<file path="src/rtl/mlp_sample_feeder.sv">
// Host-side driver for the MLP classifier: packs a byte-streamed pixel sample with the bias byte,
// sequences the MLP reset/start/ready handshake and returns the label with running accuracy counters.
module mlp_sample_feeder #(
  parameter int         N_BYTES = 62,
  parameter logic [7:0] BIAS    = 8'h7F,
  parameter int         TIMEOUT = 4096,
  parameter int         CNT_W   = 16
) (
  input  logic                   clk,
  input  logic                   rst,
  input  logic [7:0]             byte_in,
  input  logic                   byte_valid,
  output logic                   byte_ready,
  input  logic [7:0]             exp_label,
  output logic [8*N_BYTES+7:0]   mlp_inp,
  output logic                   mlp_rst,
  output logic                   mlp_start,
  input  logic                   mlp_ready,
  input  logic [7:0]             mlp_label,
  output logic                   res_valid,
  input  logic                   res_ready,
  output logic [7:0]             res_label,
  output logic                   res_match,
  output logic                   res_timeout,
  input  logic                   clr_stats,
  output logic [CNT_W-1:0]       total_cnt,
  output logic [CNT_W-1:0]       correct_cnt
);

  localparam int J_W  = (N_BYTES > 1) ? $clog2(N_BYTES) : 1;
  localparam int TO_W = $clog2(TIMEOUT + 1);
  localparam logic [J_W-1:0]  J_LAST  = J_W'(N_BYTES - 1);
  localparam logic [TO_W-1:0] TO_LAST = TO_W'(TIMEOUT - 1);

  typedef enum logic [2:0] {
    ST_LOAD   = 3'd0,
    ST_MRST   = 3'd1,
    ST_MSTART = 3'd2,
    ST_WAIT   = 3'd3,
    ST_RESULT = 3'd4
  } state_t;

  state_t                state_r;
  state_t                state_nxt_s;
  logic [J_W-1:0]        j_r;
  logic [8*N_BYTES-1:0]  data_r;
  logic [7:0]            exp_label_r;
  logic [TO_W-1:0]       to_cnt_r;
  logic                  byte_ready_r;
  logic                  mlp_rst_r;
  logic                  mlp_start_r;
  logic                  res_valid_r;
  logic [7:0]            res_label_r;
  logic                  res_match_r;
  logic                  res_timeout_r;
  logic [CNT_W-1:0]      total_r;
  logic [CNT_W-1:0]      correct_r;

  logic                  byte_ready_nxt_s;
  logic                  mlp_rst_nxt_s;
  logic                  mlp_start_nxt_s;
  logic                  res_valid_nxt_s;
  logic                  xfer_s;
  logic                  last_xfer_s;
  logic                  ready_hit_s;
  logic                  expire_s;
  logic                  finish_s;
  logic                  match_nxt_s;

  function automatic logic [CNT_W-1:0] sat_inc(input logic [CNT_W-1:0] v);
    if (v == {CNT_W{1'b1}}) begin
      return v;
    end else begin
      return v + CNT_W'(1);
    end
  endfunction

  // Handshake qualifiers; byte_ready_r is only ever high in LOAD.
  always_comb begin
    xfer_s      = byte_valid & byte_ready_r;
    last_xfer_s = xfer_s & (j_r == J_LAST);
    ready_hit_s = (state_r == ST_WAIT) & mlp_ready;
    expire_s    = (state_r == ST_WAIT) & ~mlp_ready & (to_cnt_r == TO_LAST);
    finish_s    = ready_hit_s | expire_s;
    match_nxt_s = ready_hit_s & (mlp_label == exp_label_r);
  end

  // Next-state decode.
  always_comb begin
    state_nxt_s = state_r;
    case (state_r)
      ST_LOAD: begin
        if (last_xfer_s) begin
          state_nxt_s = ST_MRST;
        end else begin
          state_nxt_s = ST_LOAD;
        end
      end
      ST_MRST:   state_nxt_s = ST_MSTART;
      ST_MSTART: state_nxt_s = ST_WAIT;
      ST_WAIT: begin
        if (finish_s) begin
          state_nxt_s = ST_RESULT;
        end else begin
          state_nxt_s = ST_WAIT;
        end
      end
      ST_RESULT: begin
        if (res_ready) begin
          state_nxt_s = ST_LOAD;
        end else begin
          state_nxt_s = ST_RESULT;
        end
      end
      default: state_nxt_s = ST_LOAD;
    endcase
  end

  // Control outputs decoded from the next state so they can be registered without a cycle of lag.
  always_comb begin
    byte_ready_nxt_s = 1'b0;
    mlp_rst_nxt_s    = 1'b0;
    mlp_start_nxt_s  = 1'b0;
    res_valid_nxt_s  = 1'b0;
    case (state_nxt_s)
      ST_LOAD:   byte_ready_nxt_s = 1'b1;
      ST_MRST:   mlp_rst_nxt_s    = 1'b1;
      ST_MSTART: mlp_start_nxt_s  = 1'b1;
      ST_WAIT:   res_valid_nxt_s  = 1'b0;
      ST_RESULT: res_valid_nxt_s  = 1'b1;
      default:   byte_ready_nxt_s = 1'b0;
    endcase
  end

  // State register and registered control outputs; the MLP is held in reset while we are.
  always_ff @(posedge clk or negedge rst) begin
    if (!rst) begin
      state_r      <= ST_LOAD;
      byte_ready_r <= 1'b0;
      mlp_rst_r    <= 1'b1;
      mlp_start_r  <= 1'b0;
      res_valid_r  <= 1'b0;
    end else begin
      state_r      <= state_nxt_s;
      byte_ready_r <= byte_ready_nxt_s;
      mlp_rst_r    <= mlp_rst_nxt_s;
      mlp_start_r  <= mlp_start_nxt_s;
      res_valid_r  <= res_valid_nxt_s;
    end
  end

  // Byte index and sample packing; the expected label is taken with the final byte.
  always_ff @(posedge clk or negedge rst) begin
    if (!rst) begin
      j_r         <= '0;
      data_r      <= '0;
      exp_label_r <= 8'h00;
    end else if (xfer_s) begin
      for (int i = 0; i < N_BYTES; i++) begin
        if (j_r == J_W'(i)) begin
          data_r[8*i +: 8] <= byte_in;
        end
      end
      if (last_xfer_s) begin
        j_r         <= '0;
        exp_label_r <= exp_label;
      end else begin
        j_r <= j_r + J_W'(1);
      end
    end
  end

  // WAIT watchdog, armed while the start pulse is out.
  always_ff @(posedge clk or negedge rst) begin
    if (!rst) begin
      to_cnt_r <= '0;
    end else if (state_r == ST_MSTART) begin
      to_cnt_r <= '0;
    end else if ((state_r == ST_WAIT) && !mlp_ready && !expire_s) begin
      to_cnt_r <= to_cnt_r + TO_W'(1);
    end
  end

  // Result capture; held untouched through RESULT until the consumer takes it.
  always_ff @(posedge clk or negedge rst) begin
    if (!rst) begin
      res_label_r   <= 8'h00;
      res_match_r   <= 1'b0;
      res_timeout_r <= 1'b0;
    end else if (finish_s) begin
      res_label_r   <= ready_hit_s ? mlp_label : 8'hFF;
      res_match_r   <= match_nxt_s;
      res_timeout_r <= expire_s;
    end
  end

  // Saturating accuracy counters; a clear beats a coincident increment.
  always_ff @(posedge clk or negedge rst) begin
    if (!rst) begin
      total_r   <= '0;
      correct_r <= '0;
    end else if (clr_stats) begin
      total_r   <= '0;
      correct_r <= '0;
    end else if (finish_s) begin
      total_r <= sat_inc(total_r);
      if (match_nxt_s) begin
        correct_r <= sat_inc(correct_r);
      end
    end
  end

  assign byte_ready  = byte_ready_r;
  assign mlp_inp     = {BIAS, data_r};
  assign mlp_rst     = mlp_rst_r;
  assign mlp_start   = mlp_start_r;
  assign res_valid   = res_valid_r;
  assign res_label   = res_label_r;
  assign res_match   = res_match_r;
  assign res_timeout = res_timeout_r;
  assign total_cnt   = total_r;
  assign correct_cnt = correct_r;

endmodule

</file>
<file path="config.mk">
export PLATFORM = sky130hd
export DESIGN_NAME = mlp_sample_feeder
export DESIGN_NICKNAME = d
export VERILOG_FILES = /design/src/rtl/mlp_sample_feeder.sv
export SDC_FILE = /design/constraint.sdc
export NUM_CORES = 1
export LEC_CHECK = 0
export ABC_CLOCK_PERIOD_IN_PS = 5300
export CAP_MARGIN = 10
export CORE_ASPECT_RATIO = 0.9
export CORE_MARGIN = 2
export CORE_UTILIZATION = 40
export DETAILED_ROUTE_END_ITERATION = 10
export HOLD_SLACK_MARGIN = 0.02
export PLACE_DENSITY = 0.75
export SLEW_MARGIN = 20
export SYNTH_ARGS = -nofsm -noshare
export SYNTH_HDL_FRONTEND = slang
export SYNTH_SLANG_ARGS = --single-unit
</file>
<file path="constraint.sdc">
create_clock -name clk -period 5.3 [get_ports clk]
set_clock_uncertainty 0.15 [all_clocks]
set_input_delay 0.53 -clock clk [delete_from_list [all_inputs] [get_ports clk]]
set_output_delay 0.53 -clock clk [all_outputs]
set_load 0.01 [all_outputs]
</file>
* After elaboration in Yosys (flattened, before gate mapping)
Index checks and enable logic that the tools add are counted.
** Cells by class
- Eq/ne operators :: 74
- Bitwise gates (word level) :: 8
- Div/mod/pow operators :: 0
- $mul :: 0
- Muxes and demuxes :: 19
- Magnitude comparators :: 0
- Add/subtract/negate cells :: 4
- Shift operators :: 0
- Reduce and logical (&&, ||, !) cells :: 75
** Operators by type and width (count)
- $eq 6x6->1 const B :: 30
- $reduce_and 2->1 :: 64
- $mux 16 :: 7
- $eq 6x5->1 const B :: 16
- $eq 6x4->1 const B :: 8
- $add 16x1->16 const B :: 2
- $eq 16x16->1 const B :: 2
- $mux 13 :: 2
- $eq 6x3->1 const B :: 4
- $pmux 3 s5 :: 1
- $add 13x1->13 const B :: 1
- $eq 13x12->1 const B :: 1
- $eq 6x2->1 const B :: 2
- $eq 3x2->1 const B :: 3
- $eq 8x8->1 :: 1
- $mux 8 :: 1
- $add 6x1->6 const B :: 1
- $and 1x1->1 :: 6
- $eq 3x1->1 const B :: 2
- $eq 3x3->1 const B :: 2
- $eq 6x1->1 const B :: 1
- $logic_not 3->1 :: 2
- $logic_not 6->1 :: 1
- $mux 3 :: 2
- other kinds (9) :: 18
** Word-level totals
- Latch bits :: 0
- Word-level logic and storage cells :: 255
- Output and inout port bits :: 550
- Memory bits (writable) :: 0
- Register bits :: 572
- Memory bits (read-only) :: 0
- Memories :: 0

* Longest topological paths before layout
- Depth after elaboration :: 8
- Depth in mapped cells :: 8
- Gate-level depth less buffers :: 6

* Worst setup path after synthesis
OpenSTA, ideal clock, no wires.
- Kind :: in2reg
- Start point :: input mlp_label[1]
- End point :: register correct_r[8] (netlist: correct_cnt[8])
- Buffers on the path :: 1
- Stages on the path :: 6
- Required time :: 5.022 ns
- Arrival :: 2.008 ns
- Path slack :: 3.015 ns
- Path through :: xor2_1 > nor4_1 > nand4b_1 > buf_4 > nor4_1 > mux2_1
** On the way
- Cells in the longest elaborated chain, start to end :: 4
** Ends and longest elaborated chain
- start, declared :: RTL line 19 : input logic [7:0] mlp_label,
- $eq 8x8->1 :: RTL line 85 : match_nxt_s = ready_hit_s & (mlp_label == exp_label_r);
- $and 1x1->1 :: RTL line 85
- $reduce_bool 2->1 (no source line)
- $reduce_and 3->1 (no source line)
- end signal, assigned :: RTL line 208 : correct_r <= sat_inc(correct_r);
- end, declared :: RTL line 57 : logic [CNT_W-1:0] correct_r;
No other way between the ends.
A chain may end at the register's enable or synchronous reset.

* Final worst setup path
- Start point :: input mlp_ready
- End point :: register correct_r[10] (netlist: correct_cnt[10])
** On the way
- Cells in the longest elaborated chain, start to end :: 6
- Elaborated cells between the ends (all ways) :: 9
** Ends and longest elaborated chain
- start, declared :: RTL line 18 : input logic mlp_ready,
- $not 1->1 :: RTL line 83 : expire_s = (state_r == ST_WAIT) & ~mlp_ready & (to_cnt_r == TO_LAST);
- $and 1x1->1 (2 in series) :: RTL line 83
- $or 1x1->1 :: RTL line 84 : finish_s = ready_hit_s | expire_s;
- $reduce_bool 2->1 (no source line)
- $reduce_and 3->1 (no source line) (*)
Mark *: on every way between the ends. The rest lies on a longest branch, timed or not.

==> flow_metrics.tcl <==
set metrics [dict create \
    fillers 4508 \
    path_class "in -> reg" \
    setup_viol_count_final 0 \
    critPathSlowestCell "nand4b_1" \
    viasPerCell 5.22 \
    synthCells 1542 \
    fmax_ghz 0.293 \
    synth_edf_count 0 \
    synth_sequential_area_ratio 0.632 \
    status "finished clean" \
    syn_avg_cell_area_um2 14.7 \
    cts_tree "built" \
    wl_per_cell_um 24.7 \
    setup_tns_ns 0 \
    hold_viol 0 \
    routed_wl_mm 72.1 \
    antenna_left 0 \
    ys_seq_elements 572 \
    numCtsBuffers 60 \
    die_h_um 230 \
    gr-usage-all-layers 0.244 \
    syn_area_um2 22600 \
    dp.cells 2804 \
    clockBufferDepth 3 \
    htree_levels 2 \
    drt_iter0_drc 861 \
    fp.dieW_um 255 \
    vias 15200 \
    dr.pass1.iters 5 \
    worstPathCellList "clkdlybuf4s50_1 -> nand4b_1 -> nand4b_1 -> nor4_1 -> mux2_1" \
    maxSlewViolCount 0 \
    pin_count 580 \
    clkSinkCount 572 \
    critPathCaptureType "register" \
    crit_fanout 22 \
    grt_pass1_wl_mm 106 \
    core_um2 55800 \
    num-nets-final 2148 \
    worstPathRequired_ns 5.64 \
    cap_violations 0 \
    yosysWarnings 0 \
    final_cell_mix "571 x dfrtp_1, 562 x clkdlybuf4s50_1, 505 x mux2_2, 60 x clkbuf_16, 56 x nand2_1" \
    cp_common_cell "nand4b_1" \
    io_buffers 571 \
    fin_hold_ws_ns 0.352 \
    mostFrequentLayoutCell "dfrtp_1" \
    yosys_most_used_dff "dfrtp_1" \
    clk_latency_ns 0.62 \
    hpwl_mm 48.7 \
    die-area_um2 58500 \
    grt_antenna_before_repair 2 \
    rows 82 \
    start_util 0.406 \
    drc 0 \
    arrival_ns 3.75 \
    ys_types 55 \
    cp-start-kind "input port" \
    rsz0062_at_grt "false" \
    hold_class "reg -> reg" \
    worstMarginPinSlew_ns 1.08 \
    cts_setup_buffers 0 \
    slew_headroom 0.270 \
    synthArstFlopShare 1.00 \
    root_buffer "clkbuf_16" \
    drive_gt1_frac 0.314 \
    finish.utilization 0.559 \
    pwr_density_cell_nw_per_um2 395 \
    critPathMaxStageDelay_ns 0.91 \
    vdd_drop_max_mv 0.310 \
    min_period_over_period 0.644 \
    cellLeakagePower_nw 14.3 \
    overflow 0 \
    clk_pin_slew_ns 0.06 \
    fin_crit_ns 3.42 \
    stdcell_count 2920 \
    place_congestion 0.836 \
    grt_max_degree 155 \
    grt_pass1_vias 16400 \
    area_growth_pct 37.8 \
]
-- area by class of cell --
type | count | area, um2 | area share
Tap cell | 756 | 946 | 0.0303
Multi-Input combinational cell | 881 | 7940 | 0.254
Clock inverter | 18 | 315 | 0.0101
Timing Repair Buffer | 587 | 5840 | 0.187
Sequential cell | 572 | 14300 | 0.459
Antenna cell | 3 | 7.51 | 0.000241
Inverter | 9 | 33.8 | 0.00108
Clock buffer | 94 | 1810 | 0.0580
-- cells by family after synthesis --
| family | share of synthesized area |
|---|---|
| buffers and inverters | 0.0183 |
| flip-flops | 0.632 |
| AO/OA/AOI/OAI | 0.0163 |
| AND/OR/NAND/NOR | 0.0658 |
| multiplexers | 0.253 |
| other | 0.000332 |
| XOR/XNOR | 0.0101 |
| adder cells (fa/ha/maj) | 0.00387 |
-- through the flow --
stage | worst slack, ns | power [mW] | cell area, um2
after floorplan | 3.01 | 6.34 | 22700
after global placement | 1.51 | 7.87 | 29100
after detailed placement | 1.33 | 7.94 | 29100
after CTS | 1.99 | 12.5 | 31200
after global routing | 1.61 | 12.9 | 31200
final | 1.88 | 12.3 | 31200
-- state kept, by name, indices dropped and copies added, names as in the netlist --
signal       count
mlp_start        1
res_match        1
byte_ready       1
res_timeout      1
total_cnt       16
j_r              6
mlp_rst          1
exp_label_r      8
to_cnt_r        13
correct_cnt     16
res_valid        1
state_r          3
data_r         496
res_label        8
-- cell usage after synthesis, drive strengths merged (2+ instances only) --
cell    count  area, um2
nor4       13       96.3
mux2      507       5710
dfrtp     571      14300
and2        4       25.0
nand2b      4       25.0
nand2      56        210
nand4b      2       17.5
or4         9       67.6
clkbuf     66        248
nor2       76        383
nand3      39        195
xnor2      11       96.3
or3        19        119
and3        3       18.8
o211ai      2       20.0
xor2       15        131
conb        2       7.51
or2         3       18.8
ha          7       87.6
mux2i       2       20.0
o21ba       2       20.0
o21ai      20        111
nand3b      4       30.0
nor3       10       55.1
inv         9       33.8
nor3b       6       45.0
nor2b       3       18.8
o22ai       2       12.5
a21oi      22        110
nand4      11       81.3
and4        4       35.0
o31ai       7       52.6
buf        20        134
-- metal layers --
metal | up-vias | GRT usage | wire (um)
met5 | - | 0 | 0
met4 | 0 | 0.0910 | 2540
met3 | 124 | 0.0761 | 6090
met2 | 551 | 0.402 | 34800
met1 | 7995 | 0.299 | 28700
li1 | 6576 | - | -
-- path summary, 6_finish.rpt --
check	start	to	slack, ns	cells past startpoint
setup / recovery	mlp_ready	correct_cnt[10]	1.88	5
hold / removal	data_r[372]	data_r[372]	0.35	1
setup reg to reg	exp_label_r[3]	correct_cnt[10]	2.16	5
hold reg to reg	data_r[372]	data_r[372]	0.35	1
max in group asynchronous	rst	data_r[485]	3.28	3
min in group asynchronous	rst	data_r[109]	0.38	2
-- critical path, delay by kind of cell --
kind	cells	cell delay, ns
simple gates	3	1.97
buf+inv	1	0.88
mux	1	0.37
-- repair_timing --
action	in CTS	in global routing
hold buffers	1	0
hold endpoints to repair	75	0
gates resized for setup	0	0
-- power by group --
part / internal (mW) / leakage, nW / switching (mW)
combinational: 1.36 / 5.43 / 1.23
sequential: 4.92 / 7.86 / 0.356
clock: 2.69 / 1.04 / 1.78
Note: power is estimated with default switching activity, not from simulation.
